File: src/rtl/t09_input_pkg.sv
// Shared constants and helpers for the t09 input conditioner.
//   DIR_*        one-hot direction encodings, bit order {up,down,left,right}
//   BTN_*        bit positions of each button within btn_raw / btn_level / btn_press
//   reverse_dir  returns the opposite direction of a one-hot direction
//                (all zeros for a non-one-hot input)
package t09_input_pkg;

  localparam logic [3:0] DIR_UP    = 4'b1000;
  localparam logic [3:0] DIR_DOWN  = 4'b0100;
  localparam logic [3:0] DIR_LEFT  = 4'b0010;
  localparam logic [3:0] DIR_RIGHT = 4'b0001;

  localparam int BTN_DIR_LSB = 0;
  localparam int BTN_MODE    = 4;
  localparam int BTN_OBS     = 5;
  localparam int BTN_KEY     = 6;

  function automatic logic [3:0] reverse_dir(input logic [3:0] dir);
    logic [3:0] rev;
    rev = 4'b0000;
    case (dir)
      DIR_UP:    rev = DIR_DOWN;
      DIR_DOWN:  rev = DIR_UP;
      DIR_LEFT:  rev = DIR_RIGHT;
      DIR_RIGHT: rev = DIR_LEFT;
      default:   rev = 4'b0000;
    endcase
    return rev;
  endfunction

endpackage

File: src/rtl/t09_input_conditioner_debounce.sv
// Single-bit conditioner: 2-FF synchronizer, counter debouncer and
// rising-edge pulse generator.
//   clk_i    system clock
//   nrst_i   asynchronous active-low reset
//   en_i     low = synchronous clear of every flop
//   raw_i    raw (asynchronous) button input
//   level_o  debounced level
//   press_o  one-cycle pulse, the cycle after level_o rises
module t09_debounce_bit
  import t09_input_pkg::*;
#(
  parameter int unsigned DEBOUNCE_CYCLES = 50000
) (
  input  logic clk_i,
  input  logic nrst_i,
  input  logic en_i,
  input  logic raw_i,
  output logic level_o,
  output logic press_o
);

  localparam logic [15:0] CNT_LAST = 16'(DEBOUNCE_CYCLES - 1);

  logic        sync1_q, sync2_q;
  logic        level_q, level_d;
  logic        level_dly_q;
  logic        press_q, press_d;
  logic [15:0] cnt_q, cnt_d;

  // The counter only runs while the synchronized input disagrees with the
  // debounced level, and is cleared at CNT_LAST, so it never wraps.
  always_comb begin
    cnt_d   = cnt_q;
    level_d = level_q;
    if (sync2_q == level_q) begin
      cnt_d = 16'd0;
    end else if (cnt_q == CNT_LAST) begin
      level_d = ~level_q;
      cnt_d   = 16'd0;
    end else begin
      cnt_d = cnt_q + 16'd1;
    end
    // level_dly_q lags level_q by one cycle, so this pulse is registered
    // one cycle after the debounced level rises.
    press_d = level_q & ~level_dly_q;
  end

  always_ff @(posedge clk_i or negedge nrst_i) begin
    if (!nrst_i) begin
      sync1_q     <= 1'b0;
      sync2_q     <= 1'b0;
      level_q     <= 1'b0;
      level_dly_q <= 1'b0;
      press_q     <= 1'b0;
      cnt_q       <= 16'd0;
    end else if (!en_i) begin
      sync1_q     <= 1'b0;
      sync2_q     <= 1'b0;
      level_q     <= 1'b0;
      level_dly_q <= 1'b0;
      press_q     <= 1'b0;
      cnt_q       <= 16'd0;
    end else begin
      sync1_q     <= raw_i;
      sync2_q     <= sync1_q;
      level_q     <= level_d;
      level_dly_q <= level_q;
      press_q     <= press_d;
      cnt_q       <= cnt_d;
    end
  end

  assign level_o = level_q;
  assign press_o = press_q;

endmodule

File: src/rtl/t09_input_conditioner.sv
// Input conditioner for the breakout-board pushbuttons. Every button is
// synchronized, debounced and edge-detected; direction presses are
// arbitrated into a single pending request that is committed on the game
// step pulse, never allowing a 180-degree reversal.
//   clk          system clock
//   nrst         asynchronous active-low reset
//   en           low = synchronous clear to reset state (step ignored)
//   btn_raw      raw buttons: [3:0] {up,down,left,right}, [4] mode,
//                [5] obstacle, [6] key
//   step         one-cycle game-step pulse
//   btn_level    debounced levels
//   btn_press    one-cycle pulse per debounced 0->1 transition
//   dir_out      committed one-hot direction {up,down,left,right}
//   dir_pending  an uncommitted valid direction request is held
module t09_input_conditioner
  import t09_input_pkg::*;
#(
  parameter int unsigned DEBOUNCE_CYCLES = 50000,
  parameter int          NUM_BTN         = 7
) (
  input  logic               clk,
  input  logic               nrst,
  input  logic               en,
  input  logic [NUM_BTN-1:0] btn_raw,
  input  logic               step,
  output logic [NUM_BTN-1:0] btn_level,
  output logic [NUM_BTN-1:0] btn_press,
  output logic [3:0]         dir_out,
  output logic               dir_pending
);

  for (genvar i = 0; i < NUM_BTN; i++) begin : g_btn
    t09_debounce_bit #(
      .DEBOUNCE_CYCLES(DEBOUNCE_CYCLES)
    ) u_db (
      .clk_i  (clk),
      .nrst_i (nrst),
      .en_i   (en),
      .raw_i  (btn_raw[i]),
      .level_o(btn_level[i]),
      .press_o(btn_press[i])
    );
  end

  logic [3:0] dir_q, dir_d;
  logic [3:0] pend_dir_q, pend_dir_d;
  logic       pending_q, pending_d;
  logic [3:0] cand;
  logic       cand_ok;
  logic       commit_ok;

  // Fixed priority when several direction pulses coincide.
  always_comb begin
    cand = 4'b0000;
    if (btn_press[BTN_DIR_LSB + 3])      cand = DIR_UP;
    else if (btn_press[BTN_DIR_LSB + 2]) cand = DIR_DOWN;
    else if (btn_press[BTN_DIR_LSB + 1]) cand = DIR_LEFT;
    else if (btn_press[BTN_DIR_LSB])     cand = DIR_RIGHT;
  end

  // A new press is screened against the direction committed right now; the
  // pending value is screened again at commit because dir_q may have moved
  // in between (press landing in the same cycle as a step).
  assign cand_ok   = (cand != 4'b0000) && (cand != dir_q) &&
                     (cand != reverse_dir(dir_q));
  assign commit_ok = (pend_dir_q != dir_q) &&
                     (pend_dir_q != reverse_dir(dir_q));

  always_comb begin
    dir_d      = dir_q;
    pend_dir_d = pend_dir_q;
    pending_d  = pending_q;
    if (step && pending_q) begin
      pending_d = 1'b0;
      if (commit_ok) dir_d = pend_dir_q;
    end
    // Applied after the commit so a same-cycle press becomes the next request.
    if (cand_ok) begin
      pend_dir_d = cand;
      pending_d  = 1'b1;
    end
  end

  always_ff @(posedge clk or negedge nrst) begin
    if (!nrst) begin
      dir_q      <= DIR_RIGHT;
      pend_dir_q <= DIR_RIGHT;
      pending_q  <= 1'b0;
    end else if (!en) begin
      dir_q      <= DIR_RIGHT;
      pend_dir_q <= DIR_RIGHT;
      pending_q  <= 1'b0;
    end else begin
      dir_q      <= dir_d;
      pend_dir_q <= pend_dir_d;
      pending_q  <= pending_d;
    end
  end

  assign dir_out     = dir_q;
  assign dir_pending = pending_q;

endmodule

File: config.mk
export PLATFORM = sky130hd
export DESIGN_NAME = t09_input_conditioner
export DESIGN_NICKNAME = d
export VERILOG_FILES = /design/src/rtl/t09_input_pkg.sv /design/src/rtl/t09_input_conditioner_debounce.sv /design/src/rtl/t09_input_conditioner.sv
export SDC_FILE = /design/constraint.sdc
export NUM_CORES = 1
export LEC_CHECK = 0
export CAP_MARGIN = 10
export CORE_MARGIN = 1
export CORE_UTILIZATION = 45
export DETAILED_ROUTE_END_ITERATION = 12
export DONT_BUFFER_PORTS = 1
export PLACE_DENSITY_LB_ADDON = 0.3
export SYNTH_ARGS = -nofsm -noshare
export SYNTH_HDL_FRONTEND = slang
export SYNTH_SLANG_ARGS = --single-unit
File: constraint.sdc
create_clock -name clk -period 2.2 [get_ports clk]
set_input_delay 0.33 -clock clk [delete_from_list [all_inputs] [get_ports clk]]
set_output_delay 0.33 -clock clk [all_outputs]
set_load 0.05 [all_outputs]
==> implementation parameters, run 1 <==
Parameter                              Value

Layout
  Area added between synthesis and finish    9.46%
  Number of antenna diodes    0
  Share of layout cells above drive strength 1    0.0888
  Layout Nets    726

Clock network
  Clock net sink count    156
  CTS H-tree lvls    4
  Clock tree from TritonCTS    built
  Clock transition at the registers of the reported paths    0.06 ns
  Worst-case clock buffer depth    2
  CTS buffer count    17
  Root Buffer    sky130_fd_sc_hd__clkbuf_16
  Worst-Skew Late Latency    0.43 ns
  Setup Buffers After CTS    0
  Hold-fix buffers at CTS    1
  Number of cells upsized or downsized after cts    0

Critical path
  Category of the most critical setup path    reg -> reg
  Peak per-stage delay on the critical path    0.45 ns
  Worst R2R Path Depth    6
  CP Data Arrival Time    2.24 ns
  Largest fanout on the critical path    16
  Beginning of the critical path    g_btn[0].u_db.cnt_q[0]$_DFF_PN0_
  Register-to-register path setup slack    0.25 ns
  Critical path startpoint category    register
  CP cell instances    ha_1 > nand3_1 > nor4_1 > nand3_1 > nand3_1 > nor2_1
  Crit Reg-Reg Startpoint    g_btn[0].u_db.cnt_q[0]$_DFF_PN0_
  Worst Setup End Kind    register
  Slowest stage cell on the critical path    sky130_fd_sc_hd__nand3_1
  Cell with the most instances on the worst path    sky130_fd_sc_hd__nand3_1
  CP required    2.48 ns
  Capturing point of the worst reg2reg path    g_btn[0].u_db.cnt_q[4]$_DFF_PN0_

Routing
  Per-cell via count in the routed design    5.09
  Remaining routing DRC violations    0
  Routed length per placed instance    13.7 um
  Drt initial violations    267
  Post-DRT Antenna Nets    0
  Detailed-route via count    4,772
  Detailed-routing iteration count for the pre-antenna-repair pass    5
  Aggregate routed wire length    12,800 um

Die
  Overall die width    130 um
  Die Ht    130 um
  Core Footprint    16,000 um2
  Total I/O pin count    30
  Core Rows    46
  Effective utilization at floorplan    0.464
  Die Area    17,000 um2

Synthesis
  Avg Cell Area, Syn    10.5 um2
  Yosys cell types    49
  Number of synthesized flops with an enable pin    0
  Warnings from Yosys    0
  Combinational family with the most area after synthesis    simple AND/OR/NAND/NOR gates
  Fraction of the mapped netlist area in simple logic gates    0.254
  Area fraction of the dominant cell type after synthesis    0.519
  Number of register bits inferred by synthesis    156
  Net count after synthesis    727
  Part of the Yosys area used for sequential elements    0.526
  Dominant synthesized flop cell    sky130_fd_sc_hd__dfrtp_1
  Combined area of all synthesized cells    7420 um2
  Share of synthesized cell area in full adder, half adder and majority cells    0.0118
  Async S/R FF share, synth    1.00
  Mux share of post-synthesis cell area    0.0202
  Compound-cell area share of the yosys netlist    0.0246
  Post-synthesis cell type with the largest combined area    sky130_fd_sc_hd__dfrtp_1
  Number of instances in the synthesized netlist    709
  Leading cell types by total area after synthesis    sky130_fd_sc_hd__dfrtp_1, sky130_fd_sc_hd__xor2_1, sky130_fd_sc_hd__nor2_1, sky130_fd_sc_hd__xnor2_1, sky130_fd_sc_hd__nand3_1
  Synth Area in XOR/XNOR    0.127

Timing
  Pin slew with the least headroom to its limit    0.587 ns
  Minimum hold slack    -0.387 ns
  Fraction of the cycle the final worst path needs    0.888
  Setup total negative slack    0 ns
  Worst max-slew margin expressed relative to the limit    0.608
  Final setup violation count    0
  RSZ-0062 raised after global routing    no
  Final hold vios    156
  Min Tclk post-route    1.95 ns
  Number of slew-limit violations in the final report    0
  Final Skew    0.0144 ns
  Highest attainable clock frequency    0.512 GHz

GRT
  Maximum number of pins on one net before global-route repair    157
  Number of antenna violations at the first check in global routing    0
  Global routing met3 resource utilization    0.0395
  Aggregate global routing overflow    0
  Via count of the first global-routing pass    4,764
  Busiest layer in global routing    met2
  Overall global routing resource usage    0.168
  Routing usage on met2    0.280
  GR Util met1    0.206
  Wire length of the first global-routing pass    22,200 um

Job
  Reported max-cap violation count    0

Pwr
  Maximum VDD drop    0.000527 V
  Leakage    3.59 nW
  Pwr Density    690 nW/um2

Placement
  Routability Congestion    0.813
  Post-DP HPWL    8510 um
  Count of input and output buffers    0

Outcome
  Failing checks    hold timing
  Run status    finished with violations

Min path
  Path type of the worst min-delay path    in -> async
-- worst max-delay path, delay by kind of cell (launching register included) --
family	cells	cell delay (ns)
adders and majority gates	1	0.27
and+or+nand+nor	5	1.11
DFF	1	0.44
-- cell usage after synthesis (3+ instances only) --
cell	number
sky130_fd_sc_hd__nand2_1	35
sky130_fd_sc_hd__xnor2_1	39
sky130_fd_sc_hd__clkbuf_1	7
sky130_fd_sc_hd__buf_6	3
sky130_fd_sc_hd__nand3_1	58
sky130_fd_sc_hd__nor3b_2	7
sky130_fd_sc_hd__mux2i_1	15
sky130_fd_sc_hd__and3_1	35
sky130_fd_sc_hd__or3_1	4
sky130_fd_sc_hd__a21oi_1	5
sky130_fd_sc_hd__nor3_1	14
sky130_fd_sc_hd__buf_2	7
sky130_fd_sc_hd__xor2_1	69
sky130_fd_sc_hd__nor2_1	115
sky130_fd_sc_hd__buf_4	16
sky130_fd_sc_hd__nand4_1	10
sky130_fd_sc_hd__and2_1	24
sky130_fd_sc_hd__nor4b_1	10
sky130_fd_sc_hd__nand3b_1	3
sky130_fd_sc_hd__inv_1	13
sky130_fd_sc_hd__o21ai_0	4
sky130_fd_sc_hd__and4_1	5
sky130_fd_sc_hd__ha_1	7
sky130_fd_sc_hd__nor2b_1	21
sky130_fd_sc_hd__dfrtp_1	154
-- per-stage QoR --
stage          setup slack [ns]  utilization  instance area [um2]  power, W  cells
5_1_grt                  0.0587        0.508                 8130   0.00580    937
2_1_floorplan             0.299            -                 7420   0.00299    709
6_report                  0.245        0.508                 8130   0.00560    937
3_5_place_dp              0.241        0.473                 7570   0.00298    904
4_1_cts                   0.243        0.508                 8130   0.00568    937
3_3_place_gp              0.318        0.473                 7570   0.00298    904
-- how the worst max path moves through the flow --
stage | endpoint | slack (ns) | depth (start not counted)
detailed placement | g_btn[0].u_db.cnt_q[8]$_DFF_PN0_ | 0.24 | 6
CTS | g_btn[0].u_db.cnt_q[2]$_DFF_PN0_ | 0.24 | 6
global route | g_btn[0].u_db.cnt_q[4]$_DFF_PN0_ | 0.06 | 6
global placement | g_btn[0].u_db.cnt_q[9]$_DFF_PN0_ | 0.32 | 6
floorplan | dir_out[1]$_DFFE_PN0P_ | 0.30 | 7
finish | g_btn[0].u_db.cnt_q[4]$_DFF_PN0_ | 0.25 | 6
-- logic make-up (layout without fill, tap and decap cells) --
family | after synthesis | after routing
mux | 15 | 15
compound gates | 22 | 22
simple gates | 355 | 355
fa+ha+maj | 7 | 7
flops | 156 | 156
xor+xnor | 108 | 108
buf+inv | 46 | 58
-- registers in the layout, summed over array words and instances, names as in the netlist --
name	count
dir_pending	1
g_btn.u_db.press_o	7
g_btn.u_db.level_o	7
pend_dir_q	4
g_btn.u_db.level_dly_q	7
dir_out	4
g_btn.u_db.sync2_q	7
g_btn.u_db.cnt_q	112
g_btn.u_db.sync1_q	7
-- cell usage in the layout, fill, tap and decap left out, types with 8 or more instances in the layout --
master,instances
sky130_fd_sc_hd__and2_1,24
sky130_fd_sc_hd__and3_1,35
sky130_fd_sc_hd__buf_4,12
sky130_fd_sc_hd__clkbuf_16,17
sky130_fd_sc_hd__clkinvlp_4,8
sky130_fd_sc_hd__dfrtp_1,154
sky130_fd_sc_hd__inv_1,13
sky130_fd_sc_hd__mux2i_1,15
sky130_fd_sc_hd__nand2_1,35
sky130_fd_sc_hd__nand3_1,58
sky130_fd_sc_hd__nand4_1,10
sky130_fd_sc_hd__nor2_1,115
sky130_fd_sc_hd__nor2b_1,21
sky130_fd_sc_hd__nor3_1,14
sky130_fd_sc_hd__nor4b_1,10
sky130_fd_sc_hd__xnor2_1,39
sky130_fd_sc_hd__xor2_1,69
-- layer usage --
layer  up-vias  share of wire
met3        14          0.036
li1       2363              -
met4         0          0.015
met2        62           0.49
met5         -              0
met1      2333           0.46
-- area by class of cell --
cell class	instances	area (um2)
fillers	1467	7880
flip-flops and latches	156	3910
multi-input cells	507	3250
clock buffers	21	460
well taps	216	270
repair buffers	13	100
clock inverters	11	86.3
inverters	13	48.8
-- power breakdown --
group / switching (W) / total, W / internal (W)
Sequential: 0.00000834 / 0.00289 / 0.00288
Combinational: 0.0000226 / 0.0000384 / 0.0000158
Clock: 0.00116 / 0.00267 / 0.00151
Note: power is estimated with default switching activity, not from simulation.
==> run 2, diff against run 1 <==
--- a/config.mk
+++ b/config.mk
@@ -10,7 +10,7 @@
 export CORE_UTILIZATION = 45
 export DETAILED_ROUTE_END_ITERATION = 12
 export DONT_BUFFER_PORTS = 1
-export PLACE_DENSITY_LB_ADDON = 0.3
+export PLACE_DENSITY = 0.67
 export SYNTH_ARGS = -nofsm -noshare
 export SYNTH_HDL_FRONTEND = slang
 export SYNTH_SLANG_ARGS = --single-unit
==> run 2 against run 1 <==
Against the previous run: the run still ends with hold timing left; global-route usage up 0.85 points; utilization up 0.45 points; flip-flop and latch count unchanged; register-to-register slack worse by 0.03 ns.
==> implementation parameters, run 2 (synthesized netlist as in run 1, its figures left out) <==
Parameter                              Value

Critical path
  Largest fanout on the critical path    16 (unchanged)
  Beginning of the critical path    g_btn[0].u_db.cnt_q[0]$_DFF_PN0_ (unchanged)
  Worst Setup End Kind    register (unchanged)
  Peak per-stage delay on the critical path    0.47 ns (was 0.45 ns)
  Category of the most critical setup path    reg -> reg (unchanged)
  Capturing point of the worst reg2reg path    g_btn[0].u_db.cnt_q[4]$_DFF_PN0_ (unchanged)
  Worst R2R Path Depth    6 (unchanged)
  Register-to-register path setup slack    0.22 ns (was 0.25 ns)
  Cell with the most instances on the worst path    sky130_fd_sc_hd__nand3_1 (unchanged)
  Critical path startpoint category    register (unchanged)
  CP cell instances    ha_1 > nand3_1 > nor4_1 > nand3_1 > nand3_1 > nor2_1 (unchanged)
  CP Data Arrival Time    2.27 ns (was 2.24 ns)
  Slowest stage cell on the critical path    sky130_fd_sc_hd__nand3_1 (unchanged)
  CP required    2.49 ns (was 2.48 ns)
  Crit Reg-Reg Startpoint    g_btn[0].u_db.cnt_q[0]$_DFF_PN0_ (unchanged)

Layout
  Total area of multi-input combinational cells    3250 um2 (unchanged)
  Commonest non-fill, non-tap cell in the layout    sky130_fd_sc_hd__dfrtp_1 (unchanged)
  Share of layout cells above drive strength 1    0.0928 (was 0.0888)
  Register with the most flip-flops    g_btn.u_db.cnt_q (unchanged)
  Most frequent cells in the layout    sky130_fd_sc_hd__dfrtp_1, sky130_fd_sc_hd__nor2_1, sky130_fd_sc_hd__xor2_1, sky130_fd_sc_hd__nand3_1, sky130_fd_sc_hd__xnor2_1 (unchanged)
  Number of flip-flops in the largest register    112 (unchanged)
  Number of fillers in the final layout    1,445 (was 1,467)
  Area added between synthesis and finish    10.4% (was 9.46%)
  Layout Nets    727 (was 726)
  Area used by sequential logic in the layout    3910 um2 (unchanged)
  Number of antenna diodes    0 (unchanged)

Routing
  Detailed-routing iteration count for the pre-antenna-repair pass    6 (was 5)
  Drt initial violations    230 (was 267)
  Routed length per placed instance    14.2 um (was 13.7 um)
  Aggregate routed wire length    13,300 um (was 12,800 um)
  Per-cell via count in the routed design    5.17 (was 5.09)
  Remaining routing DRC violations    0 (unchanged)
  Detailed-route via count    4,851 (was 4,772)
  Post-DRT Antenna Nets    0 (unchanged)

Timing
  Fraction of the cycle the final worst path needs    0.902 (was 0.888)
  Minimum hold slack    -0.401 ns (was -0.387 ns)
  Number of slew-limit violations in the final report    0 (unchanged)
  Highest attainable clock frequency    0.504 GHz (was 0.512 GHz)
  RSZ-0062 raised after global routing    no (unchanged)
  Final Skew    0.0102 ns (was 0.0144 ns)
  Fin worst setup slack    0.215 ns (was 0.245 ns)
  Worst max-slew margin expressed relative to the limit    0.589 (was 0.608)
  Final setup violation count    0 (unchanged)
  Pin slew with the least headroom to its limit    0.614 ns (was 0.587 ns)
  Min Tclk post-route    1.98 ns (was 1.95 ns)
  Final hold vios    156 (unchanged)
  Setup total negative slack    0 ns (unchanged)

Die
  Total I/O pin count    30 (unchanged)
  Die Area    17,000 um2 (unchanged)
  Core Rows    46 (unchanged)
  Effective utilization at floorplan    0.464 (unchanged)
  Core Footprint    16,000 um2 (unchanged)
  Die Ht    130 um (unchanged)
  Overall die width    130 um (unchanged)

Clock network
  Worst-Skew Late Latency    0.43 ns (about the same)
  Hold-fix buffers at CTS    1 (unchanged)
  Clock net sink count    156 (unchanged)
  Clock transition at the registers of the reported paths    0.06 ns (about the same)
  Setup Buffers After CTS    0 (unchanged)
  CTS H-tree lvls    4 (unchanged)
  CTS buffer count    17 (unchanged)
  Clock tree from TritonCTS    built (unchanged)
  Root Buffer    sky130_fd_sc_hd__clkbuf_16 (unchanged)
  Number of cells upsized or downsized after cts    0 (unchanged)
  Worst-case clock buffer depth    2 (unchanged)

GRT
  Maximum number of pins on one net before global-route repair    157 (unchanged)
  Number of antenna violations at the first check in global routing    0 (unchanged)
  Via count of the first global-routing pass    4,846 (was 4,764)
  Wire length of the first global-routing pass    23,000 um (was 22,200 um)
  Overall global routing resource usage    0.176 (was 0.168)
  Aggregate global routing overflow    0 (unchanged)

Outcome
  Failing checks    hold timing (unchanged)
  Run status    finished with violations (unchanged)

Pwr
  Maximum VDD drop    0.000597 V (was 0.000527 V)
  Pwr Density    725 nW/um2 (was 690 nW/um2)
  Leakage    3.65 nW (was 3.59 nW)
  Total power draw    0.00595 W (was 0.00560 W)

Min path
  Path type of the worst min-delay path    in -> async (unchanged)

Placement
  Count of input and output buffers    0 (unchanged)
  Post-DP HPWL    8550 um (was 8510 um)
  Dpl ws    0.216 ns (was 0.241 ns)
  Routability Congestion    0.808 (was 0.813)

Job
  Reported max-cap violation count    0 (unchanged)
[run 2: worst max-delay path by stage]
| stage | to | cells after the start | slack, ns |
|---|---|---|---|
| floorplan | dir_out[1]$_DFFE_PN0P_ | 7 | 0.30 |
| global placement | g_btn[0].u_db.cnt_q[7]$_DFF_PN0_ | 6 | 0.33 |
| detailed placement | g_btn[0].u_db.cnt_q[4]$_DFF_PN0_ | 6 | 0.22 |
| CTS | g_btn[0].u_db.cnt_q[4]$_DFF_PN0_ | 6 | 0.21 |
| global route | g_btn[0].u_db.cnt_q[2]$_DFF_PN0_ | 6 | 0.05 |
| finish | g_btn[0].u_db.cnt_q[4]$_DFF_PN0_ | 6 | 0.22 |
[run 2: cell type report]
cell class / count / share of cell area
Tap cell: 216 / 0.0330
Timing Repair Buffer: 14 / 0.0131
Sequential cell: 156 / 0.476
Inverter: 13 / 0.00595
Multi-Input combinational cell: 507 / 0.397
Clock buffer: 17 / 0.0519
Clock inverter: 15 / 0.0227
[run 2: worst max-delay path, delay by kind of cell (launching register included)]
kind                     cells  cell delay (ns)
AND/OR/NAND/NOR              5             1.13
flip-flops                   1             0.45
adder cells (fa/ha/maj)      1             0.27
[run 2: metrics by stage]
stage | utilization | area (um2) | instances | hold slack (ns)
6_report | 0.512 | 8200 | 938 | -0.401
5_1_grt | 0.512 | 8200 | 938 | -0.431
4_1_cts | 0.512 | 8200 | 938 | -0.415
3_5_place_dp | 0.473 | 7580 | 905 | 0.0424
3_3_place_gp | 0.473 | 7580 | 905 | 0.0417
2_1_floorplan | - | 7420 | 709 | 0.0344
[run 2: routing by layer]
metal  track usage  share of wire  wire [um]  up-vias
met5             0              0          0        -
met4        0.0805          0.014        191        0
met3        0.0456          0.041        545       12
met2         0.283           0.48       6390       66
met1         0.225           0.47       6210     2420
li1              -              -          -     2353
[run 2: power breakdown]
group / internal (W) / switching, W
Clock: 0.00180 / 0.00121
Combinational: 0.0000157 / 0.0000234
Sequential: 0.00288 / 0.00000824
Total: 0.00470 / 0.00124
